File: config.mk
export PLATFORM = sky130hd
export DESIGN_NAME = pio_spi_cmd_engine
export DESIGN_NICKNAME = d
export VERILOG_FILES = /design/src/rtl/pio_spi_cmd_engine.sv
export SDC_FILE = /design/constraint.sdc
export NUM_CORES = 1
export LEC_CHECK = 0
export CAP_MARGIN = 20
export CELL_PAD_IN_SITES_DETAIL_PLACEMENT = 1
export CELL_PAD_IN_SITES_GLOBAL_PLACEMENT = 1
export CORE_AREA = 5 5 122 89
export CTS_BUF_LIST = sky130_fd_sc_hd__clkbuf_8
export CTS_CLUSTER_DIAMETER = 80
export DETAILED_ROUTE_END_ITERATION = 6
export DIE_AREA = 0 0 127 94
export PLACE_DENSITY_LB_ADDON = 0.08
export SETUP_SLACK_MARGIN = 0.2
export SLEW_MARGIN = 20
export SYNTH_ARGS = -nofsm -noshare
export SYNTH_HDL_FRONTEND = slang
export SYNTH_SLANG_ARGS = --single-unit
File: constraint.sdc
create_clock -name clk -period 2.1 [get_ports clk]
set_input_delay 0.42 -clock clk [delete_from_list [all_inputs] [get_ports clk]]
set_output_delay 0.42 -clock clk [all_outputs]
set_load 0.005 [all_outputs]
File: src/rtl/pio_spi_cmd_engine.sv
// pio_spi_cmd_engine: toggle-strobed PIO command word to SPI mode-0 master.
// Ports: clk, reset_n (async low), cmd_word[29:0], clr_ovf -> sclk, mosi,
// cs_n, busy, pending, overflow, ack_toggle. Optional SPI_RX_EN adds
// miso input and rx_data[23:0] output.
module pio_spi_cmd_engine #(
    parameter int CLK_DIV = 4
) (
    input  logic        clk,
    input  logic        reset_n,
    input  logic [29:0] cmd_word,
    input  logic        clr_ovf,
`ifdef SPI_RX_EN
    input  logic        miso,
    output logic [23:0] rx_data,
`endif
    output logic        sclk,
    output logic        mosi,
    output logic        cs_n,
    output logic        busy,
    output logic        pending,
    output logic        overflow,
    output logic        ack_toggle
);

    typedef enum logic [1:0] {
        IDLE,
        LOW,
        HIGH,
        FIN
    } state_t;

    localparam logic [7:0] DIV_M1 = 8'(CLK_DIV - 1);

    state_t      state;
    logic [7:0]  cnt;
    logic [4:0]  bits;
    logic [23:0] sreg;
    logic [28:0] slot;
    logic        tog_seen;
    logic        hold_r;

    logic        tog;
    logic        start;
    logic        store;
    logic        drop;
    logic        div_done;
    logic [28:0] sw;
    logic [23:0] load;
    logic [4:0]  load_bits;
    logic        unused_bits;

    assign tog      = cmd_word[29] ^ tog_seen;
    // The slot always has priority over a fresh command when idle.
    assign start    = (state == IDLE) && (pending || tog);
    assign store    = tog && !pending && (state != IDLE);
    assign drop     = tog && pending;
    assign div_done = (cnt == DIV_M1);
    assign sw       = pending ? slot : cmd_word[28:0];

    // Left-align the active payload so the MSB is always sreg[23].
    always_comb begin
        load      = sw[23:0];
        load_bits = 5'd23;
        unique case (sw[25:24])
            2'b00: begin
                load      = {sw[7:0], 16'h0000};
                load_bits = 5'd7;
            end
            2'b01: begin
                load      = {sw[15:0], 8'h00};
                load_bits = 5'd15;
            end
            default: begin
                load      = sw[23:0];
                load_bits = 5'd23;
            end
        endcase
    end

    assign unused_bits = &{1'b0, sw[27:26], sreg[23]};

    always_ff @(posedge clk or negedge reset_n) begin
        if (!reset_n) begin
            state      <= IDLE;
            cnt        <= '0;
            bits       <= '0;
            sreg       <= '0;
            slot       <= '0;
            tog_seen   <= 1'b0;
            hold_r     <= 1'b0;
            sclk       <= 1'b0;
            mosi       <= 1'b0;
            cs_n       <= 1'b1;
            busy       <= 1'b0;
            pending    <= 1'b0;
            overflow   <= 1'b0;
            ack_toggle <= 1'b0;
`ifdef SPI_RX_EN
            rx_data    <= '0;
`endif
        end else begin
            if (tog) tog_seen <= cmd_word[29];

            if (drop) overflow <= 1'b1;
            else if (clr_ovf) overflow <= 1'b0;

            if (store) begin
                slot    <= cmd_word[28:0];
                pending <= 1'b1;
            end else if (start) begin
                pending <= 1'b0;
            end

            unique case (state)
                IDLE: begin
                    if (start) begin
                        state  <= LOW;
                        cnt    <= '0;
                        sreg   <= load;
                        mosi   <= load[23];
                        bits   <= load_bits;
                        hold_r <= sw[28];
                        cs_n   <= 1'b0;
                        sclk   <= 1'b0;
                        busy   <= 1'b1;
`ifdef SPI_RX_EN
                        rx_data <= '0;
`endif
                    end
                end
                LOW: begin
                    if (div_done) begin
                        cnt   <= '0;
                        state <= HIGH;
                        sclk  <= 1'b1;
`ifdef SPI_RX_EN
                        rx_data <= {rx_data[22:0], miso};
`endif
                    end else begin
                        cnt <= cnt + 8'd1;
                    end
                end
                HIGH: begin
                    if (div_done) begin
                        cnt  <= '0;
                        sclk <= 1'b0;
                        if (bits != 5'd0) begin
                            bits  <= bits - 5'd1;
                            sreg  <= {sreg[22:0], 1'b0};
                            mosi  <= sreg[22];
                            state <= LOW;
                        end else begin
                            state <= FIN;
                        end
                    end else begin
                        cnt <= cnt + 8'd1;
                    end
                end
                FIN: begin
                    if (div_done) begin
                        cnt        <= '0;
                        cs_n       <= !hold_r;
                        ack_toggle <= !ack_toggle;
                        busy       <= 1'b0;
                        state      <= IDLE;
                    end else begin
                        cnt <= cnt + 8'd1;
                    end
                end
                default: state <= IDLE;
            endcase
        end
    end

endmodule
==> results of run 1 <==
[cell families (layout without fill, tap and decap cells)]
group | count (synthesis) | after routing | synth area share
DFF | 74 | 74 | 0.471
buffers and inverters | 33 | 100 | 0.0410
xor gates and xnor gates | 4 | 4 | 0.00890
muxes | 52 | 52 | 0.148
and+or+nand+nor | 88 | 88 | 0.119
AOI/OAI and AO/OA | 121 | 121 | 0.203
adders and majority gates | 3 | 3 | 0.00954
[repair_timing]
item,4_1_cts,5_1_grt
setup buffers,5,2
endpoints found under the setup margin,31,45
endpoints found under the hold margin,25,0
hold buffers,1,0
resized for setup,12,13
gates cloned,1,0
pin swaps,0,0
[cell type report]
class,count,area share
clock buffers,10,0.0276
clock inverters,6,0.00676
inverters,5,0.00376
multi-input cells,268,0.403
flip-flops and latches,74,0.371
well taps,128,0.0321
repair buffers,79,0.156
[path summary, 6_finish.rpt]
path / slack [ns] / end / start
worst max-delay path: -0.01 / sreg[14] / bits[0]
worst min-delay path: 0.48 / ack_toggle / ack_toggle
worst max register to register: -0.01 / sreg[14] / bits[0]
worst min register to register: 0.48 / ack_toggle / ack_toggle
max in group asynchronous: 0.91 / cs_n / reset_n
min in group asynchronous: 0.51 / cnt[0] / reset_n
[registers in the layout, indices dropped and copies added (netlist names), 2 cells and up]
register  flops
bits          5
slot         27
cnt           8
state         2
sreg         23
[power by group through the flow]
stage          sequential, mW  combinational [mW]  clock, mW
6_report                 2.57                4.09       1.00
5_1_grt                  2.64                4.44       1.11
4_1_cts                  2.55                3.94       1.04
3_5_place_dp             2.57                3.70          0
3_3_place_gp             2.53                3.60          0
2_1_floorplan            2.43                2.50          0
[worst register-to-register path, cell delays in order, from the launching register on]
cell,delay (ns)
dfrtp_1,0.38
inv_1,0.06
ha_1,0.16
or4b_4,0.49
and4_4,0.20
or2_4,0.23
buf_12,0.15
mux2_4,0.30
[through the flow]
| stage | area, um^2 | setup slack [ns] | instances | hold slack [ns] | TNS (ns) |
|---|---|---|---|---|---|
| floorplan | 3940 | -0.00177 | 375 | 0.124 | -0.00887 |
| global placement | 4620 | -0.0634 | 545 | 0.362 | -1.30 |
| detailed placement | 4620 | -0.131 | 545 | 0.364 | -3.24 |
| CTS | 4920 | -0.0538 | 568 | 0.485 | -0.258 |
| global route | 4990 | -0.0757 | 570 | 0.507 | -0.814 |
| finish | 4990 | -0.0117 | 570 | 0.476 | -0.0201 |
[routing by layer]
layer	routed length, um	share of wire	GRT usage
met1	5850	0.51	0.302
met2	4840	0.42	0.278
met3	576	0.050	0.0557
met4	139	0.012	0.0536
met5	0	0	0
[Yosys cell counts, types with 3 or more instances]
master    count  area (um^2)
nor2b_1       3         18.8
o22ai_1       4         25.0
and2_1        4         25.0
buf_6         4         45.0
inv_1         5         18.8
dfrtp_1      73         1830
a31oi_1      15         93.8
mux2i_1      17          170
a22oi_1       5         37.5
mux2_4        5         75.1
nor2_1       13         48.8
o22a_1        4         35.0
nand3_1       8         40.0
buf_1         4         15.0
buf_2         6         30.0
a21o_1        4         30.0
a21boi_0      5         37.5
clkbuf_1     14         52.6
nor3_1       27          135
mux2_2       30          338
o21ai_0      38          190
nand2_1      15         56.3
a21oi_1      16         80.1
ha_1          3         37.5
a22o_1       20          175
[cell usage in the layout, fill, tap and decap left out, types with 5 or more instances in the layout]
cell,instances
dfrtp_1,72
o21ai_0,37
clkdlybuf4s50_1,36
buf_4,35
mux2_2,30
nor3_1,23
a22o_1,20
mux2i_1,17
nand2_1,15
nor2_1,13
a31oi_1,13
a21oi_1,11
clkbuf_8,10
nand3_1,8
inv_1,6
a22oi_1,5
mux2_4,5
a21boi_0,5
buf_12,5
==> summary.md, run 1 <==
| Metric | Value |
|---|---|
| Outcome | complete, but fails checks |
| Failing checks | setup timing |
| RD Place Congestion | 0.800 |
| Die Y | 94 um |
| Synthesis-stage register bit count | 74 |
| H-Tree Depth | 3 |
| Multi-input gate area | 2010 um^2 |
| Logic pwr share | 0.534 |
| DRC | 0 |
| # Max-Cap Violations | 0 |
| Clock network power share | 0.131 |
| Final setup fails | 3 |
| Slew Limit Headroom | 0.461 |
| Final wirelength | 11.4 mm |
| CTS Root Cell | clkbuf_8 |
| Inserted Diodes | 0 |
| Crit. path cell count | 7 |
| Power Dens Cells | 1530 nW/um^2 |
| Deepest clock path buffer count | 2 |
| IO buf count | 37 |
| DP Wirelength | 7.92 mm |
| Area growth from synthesis to layout | 26.9% |
| Hold Path Depth | 1 |
| Critical Path RT | 2.34 ns |
| # rows | 30 |
| DR vias/cell | 5.74 |
| Final Hold Fails | 0 |
| Drt initial violations | 190 |
| Worst path top cell family by delay | simple AND/OR/NAND/NOR gates |
| Global-route usage over all layers | 0.200 |
| I/O pin total | 40 |
| Fillers | 1079 |
| TritonRoute pass-1 iters | 4 |
| Clk_skew | 0.0131 ns |
| CP Class | flop to flop |
| Largest net degree at the start of global routing | 42 |
| Clk sinks | 74 |
| Syn_nets | 411 |
| Crit share post-route | 1.01 |
| CP max stage delay | 0.49 ns |
| Synth unique cells | 51 |
| Initial core utilization | 0.413 |
| Synth Instances | 375 |
| Post-synth EDFFs | 0 |
| Die Area | 11900 um^2 |
| Sw Ratio | 0.401 |
| Crit path cell chain | inv_1 -> ha_1 -> or4b_4 -> and4_4 -> or2_4 -> buf_12 -> mux2_4 |
| Vias in the first global route | 3300 |
| Total power | 7.66 mW |
| Global-route wire length before repair | 18.3 mm |
| Cell count of the worst reg-to-reg path | 7 |
| Seq pwr share | 0.335 |
| Die width | 127 um |
| Via count | 3269 |
| Worst Hold Class | flop to flop |
| Util after Layout | 0.524 |
| Sw Pwr | 3.07 mW |
| CP Launch Type | flop |
| Worst-margin pin slew | 0.807 ns |
| Ys async rst share | 1.00 |
| DR WL/cell | 20.0 um |
| Pint | 4.59 mW |
| Antenna-violating nets left | 0 |
| Mapped cell area | 3940 um^2 |
| Worst-case vdd ir drop | 0.540 mV |
| Layout cells sized above 1 | 0.267 |
| Buffers and inverters on the worst path | 2 |
| Avg Cell Area, Syn | 10.5 um^2 |
| Worst setup margin | -0.0117 ns |
| Final min period | 2.11 ns |
| GRT Residual Overflow | 0 |
| Slowest stage cell, crit path | or4b_4 |
| Worst-path clk slew | 0.08 ns |
| Max-slew violations | 0 |
| Fin nets | 473 |
| Sequential Area | 1850 um^2 |
| CP Capture Type | flop |
| Leakage | 2.12 nW |
| Antenna violations before repair | 0 |
| F_max | 474 MHz |
| Critical Path AT | 2.35 ns |
| Primary FF master, synth | dfrtp_1 |
| Register area share after synthesis | 0.471 |
| Core ar. | 9530 um^2 |
| TritonCTS clock tree | done |
| CTS Buf Count | 9 |
| Skew-Pair Late Insertion Delay | 0.36 ns |
| RSZ-0062 raised after global routing | true |
| CP Max Fanout | 13 |
| Synthesis Warnings | 0 |
(Power assumes the default switching activity.)
==> inputs of run 2 (changes only) <==
--- a/config.mk
+++ b/config.mk
@@ -15,7 +15,6 @@
 export DIE_AREA = 0 0 127 94
 export PLACE_DENSITY_LB_ADDON = 0.08
 export SETUP_SLACK_MARGIN = 0.2
-export SLEW_MARGIN = 20
 export SYNTH_ARGS = -nofsm -noshare
 export SYNTH_HDL_FRONTEND = slang
 export SYNTH_SLANG_ARGS = --single-unit
==> results of run 2 <==
Same layout as run 1: the final DEF is identical, and so are final timing and power.
